### src/rtl/counter_pkg.sv
// Shared counter definitions: the timer FSM state encoding.
package counter_pkg;

  typedef enum logic [1:0] {
    IDLE = 2'd0,
    RUN  = 2'd1,
    DONE = 2'd2
  } state_e;

endpackage

### src/rtl/down_timer.sv
// Loadable down-counter with one-shot / periodic modes and a registered
// terminal-count pulse on each RUN-originated 1->0 transition.
module down_timer
  import counter_pkg::*;
#(
  parameter int Data_Width = 8
) (
  input  logic                  clk,
  input  logic                  rst_n,
  input  logic                  en,
  input  logic                  ld,
  input  logic [Data_Width-1:0] datain,
  input  logic                  auto_reload,
  output logic [Data_Width-1:0] dataout,
  output logic                  tc,
  output logic                  busy,
  output logic                  done
);

  state_e                state_q, state_d;
  logic [Data_Width-1:0] dataout_q, dataout_d;
  logic [Data_Width-1:0] reload_q, reload_d;
  logic                  tc_q, tc_d;

  always_comb begin
    state_d   = state_q;
    dataout_d = dataout_q;
    reload_d  = reload_q;
    tc_d      = 1'b0;

    if (ld) begin
      dataout_d = datain;
      reload_d  = datain;
      state_d   = (datain != '0) ? RUN : IDLE;
    end else if (state_q == RUN && en) begin
      if (dataout_q == Data_Width'(1)) begin
        dataout_d = '0;
        tc_d      = 1'b1;
        if (!auto_reload) state_d = DONE;
      end else if (dataout_q == '0) begin
        // Zero is only held in RUN in periodic mode; spend one cycle reloading.
        dataout_d = reload_q;
      end else begin
        dataout_d = dataout_q - Data_Width'(1);
      end
    end
  end

  always_ff @(posedge clk or negedge rst_n) begin
    if (!rst_n) begin
      state_q   <= IDLE;
      dataout_q <= '0;
      reload_q  <= '0;
      tc_q      <= 1'b0;
    end else begin
      state_q   <= state_d;
      dataout_q <= dataout_d;
      reload_q  <= reload_d;
      tc_q      <= tc_d;
    end
  end

  assign dataout = dataout_q;
  assign tc      = tc_q;
  assign busy    = (state_q == RUN);
  assign done    = (state_q == DONE);

endmodule

### config.mk
export PLATFORM = sky130hd
export DESIGN_NAME = down_timer
export DESIGN_NICKNAME = d
export VERILOG_FILES = /design/src/rtl/counter_pkg.sv /design/src/rtl/down_timer.sv
export SDC_FILE = /design/constraint.sdc
export NUM_CORES = 1
export LEC_CHECK = 0
export ABC_CLOCK_PERIOD_IN_PS = 4300
export CAP_MARGIN = 0
export CORE_ASPECT_RATIO = 1.4
export CORE_MARGIN = 4
export CORE_UTILIZATION = 50
export CTS_CLUSTER_DIAMETER = 30
export DETAILED_ROUTE_END_ITERATION = 12
export PLACE_DENSITY = 0.8
export SLEW_MARGIN = 20
export SYNTH_ARGS = -nofsm -noshare
export SYNTH_HDL_FRONTEND = slang
export SYNTH_SLANG_ARGS = --single-unit
### constraint.sdc
create_clock -name clk -period 4.3 [get_ports clk]
set_input_delay 0.645 -clock clk [delete_from_list [all_inputs] [get_ports clk]]
set_output_delay 0.645 -clock clk [all_outputs]
set_load 0.01 [all_outputs]
==> impl_metrics.env, run 1 <==
export IMPL_status="finished clean"
export IMPL_detailedRoute_firstIterationViolations=28
export IMPL_slew_headroom=0.4808
export IMPL_fillerInstances=168
export IMPL_max_freq_mhz=445.2
export IMPL_drt_antenna_violating_nets=0
export IMPL_cts_htree_levels=1
export IMPL_clockRootBuffer="sky130_fd_sc_hd__clkbuf_4"
export IMPL_core_rowCount=19
export IMPL_synthesis_area_mm2=0.001038
export IMPL_path_class="primary input to flip-flop"
export IMPL_routed_via_density=6.226
export IMPL_rrSetupSlack_ns=2.17
export IMPL_io_buffers=23
export IMPL_report_final_hold_viol_count=0
export IMPL_synth_area_per_cell_um2=10.38
export IMPL_critical_path_max_stage_delay_ns=0.80
export IMPL_die_area_mm2=0.002880
export IMPL_finalMaxSlewViolations=0
export IMPL_netSwitchingFraction=0.3011
export IMPL_final_setup_viol_count=0
export IMPL_path_clk_slew_ns=0.10
export IMPL_critical_path_peak_fanout=21
export IMPL_final_core_utilization=0.6620
export IMPL_yosysWarningCount=0
export IMPL_crit_arrival_ns=2.44
export IMPL_finalPower_w=0.0004240
export IMPL_comb_power_share=0.279
export IMPL_dpl_cell_area_mm2=0.001280
export IMPL_vias_in_the_first_global_route=916
export IMPL_cts_resized=0
export IMPL_peakVddDrop_uv=229.5
export IMPL_post_synthesis_instance_total=100
export IMPL_cp_required_ns=4.49
export IMPL_num_ports=24
export IMPL_tightestPinTransition_ns=0.7764
export IMPL_power_net_switching_w=0.0001277
export IMPL_buffers_inserted_during_post_cts_setup_optimization=0
export IMPL_worst_clock_skew_ns=0.007993
export IMPL_layout_common_cells="sky130_fd_sc_hd__clkdlybuf4s50_1 (23), sky130_fd_sc_hd__dfrtp_1 (19), sky130_fd_sc_hd__mux2_2 (8), sky130_fd_sc_hd__o21ai_0 (8), sky130_fd_sc_hd__a22oi_1 (6)"
export IMPL_start_util=0.5263
export IMPL_totalWireLength_mm=2.370
export IMPL_worstSkewPairLatency_ns=0.29
export IMPL_critPathCaptureType="flip-flop"
export IMPL_chipHeight_um=61.93
export IMPL_final_period_minus_worst_setup_slack_ns=2.246
export IMPL_grt_start_max_net_pins=22
export IMPL_detailedPlacementHpwl_mm=1.773
export IMPL_power_density_mw_per_mm2=324.6
export IMPL_track_usage=0.1914
export IMPL_synth_seq_cells=19
export IMPL_drt_pass1_iter_count=5
export IMPL_ys_seq_area_frac=0.4578
export IMPL_synth_fp_nets=116
export IMPL_drc_violations=0
export IMPL_hold_path_class="flip-flop to flip-flop"
export IMPL_floorplan_core_area_mm2=0.001973
export IMPL_fin_area_mm2=0.001306
export IMPL_cp_start_kind="primary input"
export IMPL_cts_tree="yes"
export IMPL_cts_hold_fix_buffers=0
export IMPL_ys_types=34
export IMPL_max_cap_viol_count=0
export IMPL_internal_power_w=0.0002963
export IMPL_post_route_cells_drive_above_1_share=0.1200
export IMPL_global_route_overflow_total=0
export IMPL_cts_num_sinks=19
export IMPL_max_clock_path_buffers=2
export IMPL_path_cells="clkdlybuf4s50_1 > a21oi_1 > a22oi_1 > o21ai_0"
export IMPL_nNetsFinal=142
export IMPL_placed_cells_incl_taps=142
export IMPL_detailroute_via_count=909
export IMPL_number_of_antenna_violations_at_the_first_check_in_global_routing=0
export IMPL_power_frac_seq=0.516
export IMPL_setup_total_negative_slack_ns=0
export IMPL_power_share_clock=0.205
export IMPL_rsz0062_at_grt="no"
export IMPL_flow_area_growth_from_synthesis_pct=25.78
export IMPL_final_instance_count_excl_fill=146
export IMPL_number_of_inserted_diodes=0
export IMPL_gp_congestion=0.8519
export IMPL_grt_first_pass_wirelength_mm=3.926
export IMPL_fp_dieW_um=46.52
export IMPL_finalCritPeriodShare=0.5223
export IMPL_power_leakage_nw=0.5426
export IMPL_wl_per_cell_um=16.23
export IMPL_tritoncts_num_buffers=3
export IMPL_final_common_cell="sky130_fd_sc_hd__clkdlybuf4s50_1"
export IMPL_cpMaxStageDelayCell="sky130_fd_sc_hd__clkdlybuf4s50_1"
==> cell type report <==
cell class | instances | area (um2) | share of cell area
multi-input cells | 74 | 529.3 | 0.4052
flip-flops and latches | 19 | 475.5 | 0.3640
repair buffers | 23 | 230.2 | 0.1762
clock buffers | 4 | 26.28 | 0.02011
well taps | 21 | 26.28 | 0.02011
inverters | 5 | 18.77 | 0.01437
==> stage by stage <==
stage	hold slack, ns	worst slack [ns]
global route	0.5318	1.874
global placement	0.4872	1.825
detailed placement	0.4916	1.783
floorplan	0.3494	2.312
finish	0.5147	2.054
CTS	0.5157	2.096
==> critical path, delay by kind of cell <==
family,cells,cell delay (ns)
compound gates,3,0.98
buf+inv,1,0.80
==> state kept, by name (all words and copies together) (netlist names) <==
register and count:
state_q 2, dataout 8, tc 1, reload_q 8
==> cell usage after synthesis <==
master	instances	area share
sky130_fd_sc_hd__nor2b_1	3	0.018
sky130_fd_sc_hd__a211oi_1	1	0.0072
sky130_fd_sc_hd__and3_1	2	0.012
sky130_fd_sc_hd__nand2_1	2	0.0072
sky130_fd_sc_hd__a31oi_1	1	0.0060
sky130_fd_sc_hd__dfrtp_1	19	0.46
sky130_fd_sc_hd__clkbuf_1	1	0.0036
sky130_fd_sc_hd__o311ai_0	1	0.0084
sky130_fd_sc_hd__o31ai_1	2	0.014
sky130_fd_sc_hd__or3_1	2	0.012
sky130_fd_sc_hd__nor2_1	4	0.014
sky130_fd_sc_hd__inv_1	5	0.018
sky130_fd_sc_hd__nand3_1	2	0.0096
sky130_fd_sc_hd__nand4_1	1	0.0060
sky130_fd_sc_hd__nor3b_1	1	0.0072
sky130_fd_sc_hd__xor2_1	2	0.017
sky130_fd_sc_hd__or3b_2	1	0.0084
sky130_fd_sc_hd__ha_1	3	0.036
sky130_fd_sc_hd__a21o_1	1	0.0072
sky130_fd_sc_hd__or4_4	1	0.011
sky130_fd_sc_hd__mux2_2	8	0.087
sky130_fd_sc_hd__a21oi_1	5	0.024
sky130_fd_sc_hd__o21ai_0	8	0.039
sky130_fd_sc_hd__mux2i_1	2	0.019
sky130_fd_sc_hd__or4_1	1	0.0072
sky130_fd_sc_hd__nor3_1	5	0.024
sky130_fd_sc_hd__a31o_2	1	0.0084
sky130_fd_sc_hd__nand3b_1	1	0.0072
sky130_fd_sc_hd__buf_6	1	0.011
sky130_fd_sc_hd__nor4_1	4	0.024
sky130_fd_sc_hd__xnor2_1	1	0.0084
sky130_fd_sc_hd__a22oi_1	6	0.043
sky130_fd_sc_hd__or2_2	1	0.0060
sky130_fd_sc_hd__a221o_1	1	0.0096
==> final timing paths <==
kind	start	end	cells after the start
worst max-delay path	ld	dataout[4]	4
worst min-delay path	reload_q[2]	reload_q[2]	1
worst max register to register	dataout[5]	state_q[0]	4
worst min register to register	reload_q[2]	reload_q[2]	1
max in group asynchronous	rst_n	dataout[2]	1
min in group asynchronous	rst_n	reload_q[0]	1
==> routing by layer <==
layer,vias up,GRT usage,routed length [um]
met4,0,0.1098,6
met2,40,0.3012,1215
met3,2,0.03458,136
met1,436,0.2428,1012
li1,431,-,-
met5,-,0,0
==> power by group through the flow <==
stage	sequential [W]	combinational [W]	clock, W
3_5_place_dp	0.000222	0.000118	0
3_3_place_gp	0.000220	0.000115	0
5_1_grt	0.000222	0.000131	0.0000997
4_1_cts	0.000218	0.000119	0.0000896
2_1_floorplan	0.000221	0.0000643	0
6_report	0.000219	0.000118	0.0000869
==> kinds of logic (layout without fill, tap and decap cells) <==
family,Yosys count,after routing,share of synthesized area
AO/OA/AOI/OAI,27,27,0.1675
XOR/XNOR,3,3,0.02531
adder cells (fa/ha/maj),3,3,0.03615
buffers and inverters,7,32,0.03253
flip-flops,19,19,0.4578
multiplexers,10,10,0.1060
AND/OR/NAND/NOR,31,31,0.1747
No activity file was read; power rests on OpenSTA's default activity.
==> run 2, diff against run 1 <==
Settings changed: ABC_CLOCK_PERIOD_IN_PS 4300 to 2200, CORE_UTILIZATION 50 to 48, PLACE_DENSITY 0.8 to 0.77.
Clock period 4.3 ns to 2.2 ns, I/O delays scaled along.
==> run 2 against run 1 <==
Net effect:
- combinational power rose by 110%
- cell count increased by 2.7%
- sequential share of layout area decreased by 0.82 points
- clock power rose by 110%
- power rose by 100%
- via count up 1.7%
- clock-buffer cell count unchanged
- critical path depth unchanged
- sequential power is 92% higher
- sequential cell count is the same
- first-iteration DRC count is 11% higher
- wire length up 5.1%
- largest cell class unchanged
- largest power group unchanged
- highest routed layer unchanged
==> impl_metrics.env, run 2 (synthesis gave the netlist of run 1 again) <==
export IMPL_status="finished clean"
export IMPL_totalWireLength_mm=2.490
export IMPL_chipHeight_um=63.04
export IMPL_max_cap_viol_count=0
export IMPL_tritoncts_num_buffers=3
export IMPL_report_final_hold_viol_count=0
export IMPL_drt_pass1_iter_count=6
export IMPL_path_clk_slew_ns=0.11
export IMPL_number_of_antenna_violations_at_the_first_check_in_global_routing=0
export IMPL_worstReg2RegEnd="dataout[7]"
export IMPL_nNetsFinal=146
export IMPL_r2r_start="dataout[5]"
export IMPL_finalMaxSlewViolations=0
export IMPL_routed_via_density=6.160
export IMPL_final_period_minus_worst_setup_slack_ns=2.040
export IMPL_floorplan_core_area_mm2=0.002021
export IMPL_finalPower_w=0.0008544
export IMPL_number_of_inserted_diodes=0
export IMPL_worstSkewPairLatency_ns=0.32
export IMPL_cts_hold_fix_buffers=0
export IMPL_vias_in_the_first_global_route=929
export IMPL_gp_congestion=0.8107
export IMPL_buffers_inserted_during_post_cts_setup_optimization=0
export IMPL_track_usage=0.1920
export IMPL_global_route_overflow_total=0
export IMPL_tightestPinTransition_ns=0.6533
export IMPL_slew_headroom=0.5645
export IMPL_rsz0062_at_grt="no"
export IMPL_fillerInstances=174
export IMPL_cts_num_sinks=19
export IMPL_cp_required_ns=2.40
export IMPL_core_rowCount=19
export IMPL_setup_total_negative_slack_ns=0
export IMPL_max_freq_mhz=490.3
export IMPL_cts_htree_levels=1
export IMPL_grt_start_max_net_pins=20
export IMPL_rrSetupSlack_ns=0.16
export IMPL_drc_violations=0
export IMPL_final_common_cell="sky130_fd_sc_hd__clkdlybuf4s50_1"
export IMPL_start_util=0.5139
export IMPL_layout_common_cells="sky130_fd_sc_hd__clkdlybuf4s50_1 (23), sky130_fd_sc_hd__dfrtp_1 (19), sky130_fd_sc_hd__mux2_2 (8), sky130_fd_sc_hd__o21ai_0 (8), sky130_fd_sc_hd__a22oi_1 (6)"
export IMPL_flow_area_growth_from_synthesis_pct=28.67
export IMPL_cp_start_kind="flip-flop"
export IMPL_critical_path_peak_fanout=6
export IMPL_worstRegToRegCells=4
export IMPL_cts_resized=0
export IMPL_num_ports=24
export IMPL_fp_dieW_um=47.31
export IMPL_power_net_switching_w=0.0002664
export IMPL_clockRootBuffer="sky130_fd_sc_hd__clkbuf_4"
export IMPL_power_frac_seq=0.493
export IMPL_critPathCaptureType="flip-flop"
export IMPL_die_area_mm2=0.002982
export IMPL_detailedPlacementHpwl_mm=1.872
export IMPL_wl_per_cell_um=16.60
export IMPL_finalCritPeriodShare=0.9271
export IMPL_detailroute_via_count=924
export IMPL_final_setup_viol_count=0
export IMPL_io_buffers=23
export IMPL_comb_power_share=0.289
export IMPL_path_class="flip-flop to flip-flop"
export IMPL_grt_first_pass_wirelength_mm=4.195
export IMPL_internal_power_w=0.0005880
export IMPL_worst_clock_skew_ns=0.01172
export IMPL_power_share_clock=0.218
export IMPL_peakVddDrop_uv=487.9
export IMPL_hold_path_class="primary input to async pin"
export IMPL_drt_antenna_violating_nets=0
export IMPL_post_route_cells_drive_above_1_share=0.1473
export IMPL_power_density_mw_per_mm2=639.4
export IMPL_detailedRoute_firstIterationViolations=31
export IMPL_worstSetupStartpoint="dataout[5]"
export IMPL_cts_tree="yes"
export IMPL_power_leakage_nw=0.5624
export IMPL_netSwitchingFraction=0.3118
export IMPL_max_clock_path_buffers=2
export IMPL_crit_arrival_ns=2.24
-- run 2: cell count changes in the layout (fill, tap and decap cells not counted) --
cell	delta
sky130_fd_sc_hd__buf_4	+4
-- run 2: per-stage QoR --
stage | hold WS (ns) | utilization | cells | cell area [um2] | worst slack (ns)
floorplan | 0.03441 | - | 100 | 1039 | 0.2116
global placement | 0.4871 | 0.6483 | 146 | 1310 | 0.1923
detailed placement | 0.5009 | 0.6483 | 146 | 1310 | 0.1579
CTS | 0.3440 | 0.6613 | 150 | 1336 | 0.1625
global route | 0.3596 | 0.6613 | 150 | 1336 | 0.05221
finish | 0.3309 | 0.6613 | 150 | 1336 | 0.1605
-- run 2: how the worst max path moves through the flow --
stage	endpoint	slack (ns)	cells past startpoint
global route	dataout[5]	0.05	6
detailed placement	dataout[7]	0.16	5
floorplan	dataout[7]	0.21	4
CTS	dataout[7]	0.16	4
global placement	dataout[7]	0.19	5
finish	dataout[7]	0.16	4
-- run 2: metal layers --
metal  GRT usage  up-vias  part of all wire
li1            -      437                 -
met1      0.2450      466              0.44
met2      0.2886       14              0.50
met3     0.02305        7             0.026
met4      0.1246        0             0.034
met5           0        -                 0
-- run 2: power by group through the flow --
stage                     registers, W  clock network [W]  logic [W]
final                         0.000421           0.000186   0.000247
after global routing          0.000428           0.000201   0.000273
after CTS                     0.000421           0.000189   0.000248
after detailed placement      0.000428                  0   0.000247
after global placement        0.000426                  0   0.000240
after floorplan               0.000431                  0   0.000126
-- run 2: worst max-delay path: stages (launching register included) --
cell                      delay, ns
sky130_fd_sc_hd__dfrtp_1       0.45
sky130_fd_sc_hd__or4_4         0.57
sky130_fd_sc_hd__or4_1         0.46
sky130_fd_sc_hd__and3_1        0.18
sky130_fd_sc_hd__a221o_1       0.25
-- run 2: area by class of cell --
cell class | count | area, um2 | area share
Timing Repair Buffer | 27 | 260.3 | 0.1948
Inverter | 5 | 18.77 | 0.01404
Clock buffer | 4 | 26.28 | 0.01966
Tap cell | 21 | 26.28 | 0.01966
Sequential cell | 19 | 475.5 | 0.3558
Multi-Input combinational cell | 74 | 529.3 | 0.3961
